--- src/rtl/coin_accum_pkg.sv ---
// Shared definitions for the coin accumulator: controller states, coin_sel
// encoding and denomination values in cents.
package coin_accum_pkg;

    // Controller states
    typedef enum logic {
        IDLE   = 1'b0,
        CHANGE = 1'b1
    } state_e;

    // coin_sel encoding
    typedef enum logic [1:0] {
        COIN_5   = 2'd0,
        COIN_10  = 2'd1,
        COIN_25  = 2'd2,
        COIN_100 = 2'd3
    } coin_sel_e;

    // Denomination values in cents
    localparam int unsigned VAL_5   = 5;
    localparam int unsigned VAL_10  = 10;
    localparam int unsigned VAL_25  = 25;
    localparam int unsigned VAL_100 = 100;

endpackage : coin_accum_pkg

--- src/rtl/coin_accum_coin_value_dec.sv ---
// coin_value_dec: maps a coin_sel code to its value in cents.
// Ports:
//   coin_sel     - 2-bit denomination code
//   coin_value_c - WIDTH-bit coin value (combinational)
module coin_value_dec
    import coin_accum_pkg::*;
#(
    parameter int unsigned WIDTH = 8
) (
    input  logic [1:0]       coin_sel,
    output logic [WIDTH-1:0] coin_value_c
);

    always_comb begin
        coin_value_c = '0;
        case (coin_sel_e'(coin_sel))
            COIN_5:   coin_value_c = WIDTH'(VAL_5);
            COIN_10:  coin_value_c = WIDTH'(VAL_10);
            COIN_25:  coin_value_c = WIDTH'(VAL_25);
            COIN_100: coin_value_c = WIDTH'(VAL_100);
            default:  coin_value_c = '0;
        endcase
    end

endmodule : coin_value_dec

--- src/rtl/coin_accum.sv ---
// coin_accum: vending credit accumulator. Accepts coins up to MAX_CREDIT,
// handles purchase and refund requests, and holds change for a payout
// handshake.
// Ports:
//   clk, rst              - clock, async active-high reset
//   coin_valid, coin_sel  - coin presented and its denomination
//   vend_req, price       - purchase request and item price
//   refund_req            - return all credit
//   change_ack            - payout took change_amt
//   credit                - accumulated credit
//   coin_reject           - coin not accepted (pulse)
//   vend_ok, vend_deny    - purchase result (pulses)
//   change_valid          - change_amt waiting for change_ack
//   change_amt            - amount to pay out
//   busy                  - controller not in IDLE
module coin_accum
    import coin_accum_pkg::*;
#(
    parameter int unsigned WIDTH      = 8,
    parameter int unsigned MAX_CREDIT = 200
) (
    input  logic             clk,
    input  logic             rst,
    input  logic             coin_valid,
    input  logic [1:0]       coin_sel,
    input  logic             vend_req,
    input  logic [WIDTH-1:0] price,
    input  logic             refund_req,
    input  logic             change_ack,
    output logic [WIDTH-1:0] credit,
    output logic             coin_reject,
    output logic             vend_ok,
    output logic             vend_deny,
    output logic             change_valid,
    output logic [WIDTH-1:0] change_amt,
    output logic             busy
);

    state_e           state_q, state_d;
    logic [WIDTH-1:0] credit_q, credit_d;
    logic [WIDTH-1:0] change_amt_q, change_amt_d;
    logic             change_valid_q, change_valid_d;
    logic             coin_reject_q, coin_reject_d;
    logic             vend_ok_q, vend_ok_d;
    logic             vend_deny_q, vend_deny_d;

    logic [WIDTH-1:0] coin_value_c;
    logic [WIDTH:0]   coin_sum_c;
    logic [WIDTH-1:0] remainder_c;
    logic             refund_act_c;

    coin_value_dec #(.WIDTH(WIDTH)) u_dec (
        .coin_sel     (coin_sel),
        .coin_value_c (coin_value_c)
    );

    // One extra bit so an over-limit sum never wraps before the compare
    assign coin_sum_c   = {1'b0, credit_q} + {1'b0, coin_value_c};
    assign remainder_c  = credit_q - price;
    // A refund with nothing to return is treated as absent
    assign refund_act_c = refund_req && (credit_q != '0);

    // Next-state and output logic
    always_comb begin
        state_d        = state_q;
        credit_d       = credit_q;
        change_amt_d   = change_amt_q;
        change_valid_d = change_valid_q;
        coin_reject_d  = 1'b0;
        vend_ok_d      = 1'b0;
        vend_deny_d    = 1'b0;

        case (state_q)
            IDLE: begin
                if (refund_act_c) begin
                    state_d        = CHANGE;
                    change_amt_d   = credit_q;
                    change_valid_d = 1'b1;
                    coin_reject_d  = coin_valid;
                end else if (vend_req) begin
                    coin_reject_d = coin_valid;
                    if (credit_q >= price) begin
                        vend_ok_d = 1'b1;
                        credit_d  = remainder_c;
                        if (remainder_c != '0) begin
                            state_d        = CHANGE;
                            change_amt_d   = remainder_c;
                            change_valid_d = 1'b1;
                        end
                    end else begin
                        vend_deny_d = 1'b1;
                    end
                end else if (coin_valid) begin
                    if (coin_sum_c <= (WIDTH+1)'(MAX_CREDIT)) begin
                        credit_d = coin_sum_c[WIDTH-1:0];
                    end else begin
                        coin_reject_d = 1'b1;
                    end
                end
            end
            CHANGE: begin
                coin_reject_d = coin_valid;
                if (change_ack) begin
                    state_d        = IDLE;
                    credit_d       = '0;
                    change_amt_d   = '0;
                    change_valid_d = 1'b0;
                end
            end
            default: state_d = IDLE;
        endcase
    end

    // State and output registers
    always_ff @(posedge clk or posedge rst) begin
        if (rst) begin
            state_q        <= IDLE;
            credit_q       <= '0;
            change_amt_q   <= '0;
            change_valid_q <= 1'b0;
            coin_reject_q  <= 1'b0;
            vend_ok_q      <= 1'b0;
            vend_deny_q    <= 1'b0;
        end else begin
            state_q        <= state_d;
            credit_q       <= credit_d;
            change_amt_q   <= change_amt_d;
            change_valid_q <= change_valid_d;
            coin_reject_q  <= coin_reject_d;
            vend_ok_q      <= vend_ok_d;
            vend_deny_q    <= vend_deny_d;
        end
    end

    assign credit       = credit_q;
    assign change_amt   = change_amt_q;
    assign change_valid = change_valid_q;
    assign coin_reject  = coin_reject_q;
    assign vend_ok      = vend_ok_q;
    assign vend_deny    = vend_deny_q;
    assign busy         = (state_q == CHANGE);

endmodule : coin_accum

--- config.mk ---
export PLATFORM = sky130hd
export DESIGN_NAME = coin_accum
export DESIGN_NICKNAME = d
export VERILOG_FILES = /design/src/rtl/coin_accum_pkg.sv /design/src/rtl/coin_accum_coin_value_dec.sv /design/src/rtl/coin_accum.sv
export SDC_FILE = /design/constraint.sdc
export NUM_CORES = 1
export LEC_CHECK = 0
export CORE_AREA = 2 2 48 84
export CTS_CLUSTER_SIZE = 10
export DETAILED_ROUTE_END_ITERATION = 8
export DIE_AREA = 0 0 50 86
export DONT_BUFFER_PORTS = 1
export PLACE_DENSITY = 0.76
export SLEW_MARGIN = 15
export SYNTH_ARGS = -nofsm -noshare
export SYNTH_HDL_FRONTEND = slang
export SYNTH_SLANG_ARGS = --single-unit
--- constraint.sdc ---
create_clock -name clk -period 5.8 [get_ports clk]
set_clock_uncertainty 0.2 [all_clocks]
set_input_delay 1.16 -clock clk [delete_from_list [all_inputs] [get_ports clk]]
set_output_delay 1.16 -clock clk [all_outputs]
set_load 0.05 [all_outputs]
### Yosys cells after proc, flatten, opt, wreduce, memory -nomap -nowiden

Cells that the tools add are included.

* eq/ne operators: 11
* add/sub/neg operators: 2
* order comparisons: 2
* bitwise gates (word level): 1
* multiplexer cells: 38
* reduce and logical (&&, ||, !) cells: 6

Operators with widths (count)
* 2-to-1 mux 8 bit: 10
* one-hot mux 8 bit (2 select lines): 2
* one-hot mux 8 bit (4 select lines): 1
* 2-to-1 mux 1 bit: 22
* inequality test 3 bit, second input constant: 6
* nonzero test 8 bit: 2
* adder 8 x 8 -> 9 bit: 1
* <= comparator 9 x 8 -> 1 bit, second input constant: 1
* >= comparator 8 bit: 1
* subtractor 8 bit: 1
* one-hot mux 1 bit (2 select lines): 3
* AND reduction 5 bit: 1
* == test 2 bit, second input constant: 2
* inequality test 2 bit, second input constant: 2
* AND reduction 4 bit: 1
* == test 2 x 1 -> 1 bit, second input constant: 1
* logical NOT 2 bit: 1
* logical AND 1 bit: 1
* NOT 1 bit: 1

* bits in registers: 21
* output and inout bits: 21
* input bits: 16
* word-level logic and storage cells: 67

### Depth between registers and ports, before layout

* depth after elaboration: 9
* mapped depth: 11
* mapped depth without buffers: 11

### Cells and area by module

A second synthesis with hierarchy kept.

* cells, all modules: 223
* area total of the unflattened synthesis: 2033.2 sq um

Modules (own cells, without submodules)
* coin_accum: times used 1, cells each 212, area an instance 1946.9 sq um
* coin_value_dec: times used 1, cells each 11, area an instance 86.3 sq um

### Worst setup path after synthesis

OpenSTA, ideal clock, no wires.

* path kind: input to register
* start point: input coin_sel[0]
* end point: register credit_q[7] (netlist: credit[7])
* arrival: 3441 ps
* setup slack: 2032 ps
* stages: 10
* path buffers: 0
* library setup time: 126 ps
* required time: 5474 ps
* path through: inv_1 -> ha_1 -> ha_1 -> a211oi_2 -> nor2_1 -> and3_1 -> nor4_1 -> o31a_1 -> o31ai_4 -> a221o_1

* word-level cells in the longest chain between the ends: 8
* elaborated cells on any way between the ends: 14
* those cells by class: add/sub (1); order compare (1); eq/ne (4); mux (6); reduce/logical (2)

Ends and longest elaborated chain
* start, declared: line coin_accum.sv:25 `input logic [1:0] coin_sel,`
* == test 2 bit, or another cell as far along: line coin_accum_coin_value_dec.sv:16 `case (coin_sel_e'(coin_sel))`
* one-hot mux 8 bit (4 select lines) *: line coin_accum_coin_value_dec.sv:16
* adder 8 x 8 -> 9 bit *: line coin_accum.sv:58 `assign coin_sum_c = {1'b0, credit_q} + {1'b0, coin_value_c};`
* branches (longest 5 deep; another with <= comparator 9 x 8 -> 1 bit)
* end signal, assigned: line coin_accum.sv:126 `credit_q <= credit_d;`
* end, declared: line coin_accum.sv:40 `logic [WIDTH-1:0] credit_q, credit_d;`

Every way passes the cells marked *. The select of a mux whose other input is x is not followed.
A chain may end at the register's enable or synchronous reset.

### Worst setup path in the final report

Ends and elaborated chain as after synthesis.

==> metrics.yaml <==
hold_path.class: "reg2reg"
worst-slew-pin-transition_ns: 0.9373
async_flop_share: 1.000
rows: 29
post-route-period-util: 0.6510
synth_area_per_cell_sq_um: 8.415
synthTopCellsByArea: "dfrtp_1 25%, ha_1 10%, nand2_1 4.5%"
cts.sinks: 21
fin_hold_ws_ns: 0.5897
drc: 0
synth_top_flop_cell: "dfrtp_1"
p_total_mw: 1.191
synth_top_cell_by_area: "dfrtp_1"
worst-path-buf-inv: 1
grt_pass1_vias: 1901
placed_area_sq_mm: 0.002096
ios: 37
path_max_fanout: 8
cts_max_path_buffers: 2
period_needed_ns: 3.776
synth_top_area_frac: 0.2518
first_pass_iters: 4
dp.cells: 284
cts_root_buffer: "clkbuf_8"
setup_tns_ns: 0
die_area_sq_mm: 0.004300
path_cells: "inv_1 > ha_1 > ha_1 > a211oi_2 > o21bai_1 > a21o_1 > a221o_1 > o31ai_1 > nand2_1 > a221o_1"
core_sq_mm: 0.003592
dr.first_iter.drc_count: 50
fin_ws_ns: 2.024
cap_violations: 0
mostFrequentLayoutCells: "25 x nand2_1, 21 x nor2_1, 21 x dfrtp_1, 20 x inv_1, 17 x ha_1"
dp_hpwl_um: 4220
fillers: 330
p_leak_nw: 0.9775
grt_usage: 0.2598
die_h_um: 86
postLayoutCellArea_sq_mm: 0.002142
ys_seq_elements: 21
cts_made_buffers: 3
drt-wirelength-per-cell_um: 18.31
finalSetupViolCount: 0
initial_core_util: 0.5810
port_buffers: 0
final_layout_size_suffix_gt1_frac: 0.07025
area_growth_pct: 2.638
fmaxAchievable_mhz: 264.9
final_util: 0.5963
cp-end-kind: "flip-flop"
yosys_warnings: 0
max_slew_margin: 0.3751
worstHoldPathCells: 2
cp.required_ns: 5.75
cp_slowest_cell: "a221o_1"
antenna_found_initial: 0
wirelength_um: 5274
seq_area_frac_synth: 0.2518
grt_max_degree: 22
final_antenna_net_count: 0
vias: 1884
hold_viol: 0
postCtsSetupRepairBufs: 0
cts_tree: "done"
h-tree-depth: 1
finalMaxSlewViolations: 0
layout_commonest_cell: "nand2_1"
cp-start-kind: "input pin"
clk_latency_ns: 0.26
synth_edf_count: 0
grt_pass1_wl_um: 8728
stdcell_count: 288
ys_types: 58
p_per_area_mw_per_mm2: 555.8
post_cts_resized: 0
outcome: "finished, final reports clean"
cp.depth: 10
place_ws_ns: 1.788
hold_buffers: 0
path_clk_slew_ns: 0.08
place_congestion: 0.9115
via_per_inst: 6.542
r2r_cells: 9
syn-num-nets: 283
syn-cell-area_sq_mm: 0.002087
grt-ovfl-total: 0
worstSetupPathType: "in2reg"
critPathTopFamily: "compound AO/OA/AOI/OAI gates"
antenna_cells: 0
ir_worst_vdd_mv: 0.2289
die_x_um: 50
synthCells: 248
num-nets-final: 278
worstPathArrival_ns: 3.73
critical-path-max-stage-delay_ns: 0.37
rsz0062_at_grt: "false"
[cells in the mapped netlist (all sizes together) (2+ instances only)]
library cell  number
and2               2
nor4bb             2
or4b               2
a22o               8
a211oi             7
inv               20
nor4               4
nor3               3
fa                 2
or2                3
a221o              2
nand2b             3
xnor2              2
clkbuf             6
nand2             25
nor2              21
o21ba              2
o21ai             17
a32o               3
dfrtp             21
o21bai             3
xor2               6
o31ai              9
a21oi              7
nand3              3
and3               3
nand4              4
ha                17
nor2b              3
buf                4
a21boi             3
a31oi              3
o21a               3
a21o               4
nand3b             3
a2bb2oi            3
[sequential cells by signal (all words and copies together), names as in the netlist]
| signal | count |
|---|---|
| change_amt | 8 |
| credit | 8 |
| busy | 1 |
| change_valid | 1 |
| coin_reject | 1 |
| vend_deny | 1 |
| vend_ok | 1 |
[area by class of cell]
type / instances / area, sq um / area share
tap: 46 / 57.56 / 0.02687
inverter: 20 / 75.07 / 0.03505
multi-input combinational: 197 / 1438 / 0.6711
clock buffer: 3 / 41.29 / 0.01928
sequential: 21 / 525.5 / 0.2453
clock inverter: 1 / 5.005 / 0.002336
[routing by layer]
layer	wire (um)	vias to the layer above	GRT usage
met4	193	0	0.1439
met3	203	14	0.03484
met2	3007	48	0.4856
met5	0	-	0
li1	-	910	-
met1	1869	912	0.2668
[worst reg2reg max path, cell delays in order, from the launching register on]
cell      delay, ns
dfrtp_1        0.64
ha_1           0.36
fa_1           0.42
a211oi_2       0.26
nor2_1         0.15
and3_1         0.20
nor4_1         0.42
o31a_1         0.29
o31ai_4        0.11
a221o_1        0.38
[where the power goes]
group | internal [mW] | switching (mW) | leakage (nW)
sequential | 0.192 | 0.270 | 0.278
clock | 0.0479 | 0.0485 | 0.0255
combinational | 0.266 | 0.366 | 0.674
total | 0.506 | 0.685 | 0.977
[cells by family after synthesis]
kind of cell,after synthesis,share of synthesized area
compound gates,83,0.3064
xor+xnor,8,0.03357
fa+ha+maj,19,0.1211
buf+inv,30,0.05935
flops,21,0.2518
mux,2,0.01019
simple gates,85,0.2176
[worst paths after layout]
| check | startpoint | slack [ns] | to |
|---|---|---|---|
| max | coin_sel[0] | 2.02 | credit[7]$_DFFE_PP0P_ |
| max in group asynchronous | rst | 4.18 | credit[3]$_DFFE_PP0P_ |
| min reg2reg | change_amt[5]$_DFFE_PP0P_ | 0.59 | change_amt[5]$_DFFE_PP0P_ |
| min in group asynchronous | rst | 0.73 | coin_reject$_DFF_PP0_ |
| min | change_amt[5]$_DFFE_PP0P_ | 0.59 | change_amt[5]$_DFFE_PP0P_ |
| max reg2reg | credit[0]$_DFFE_PP0P_ | 2.25 | credit[7]$_DFFE_PP0P_ |
Note: power is estimated with default switching activity, not from simulation.
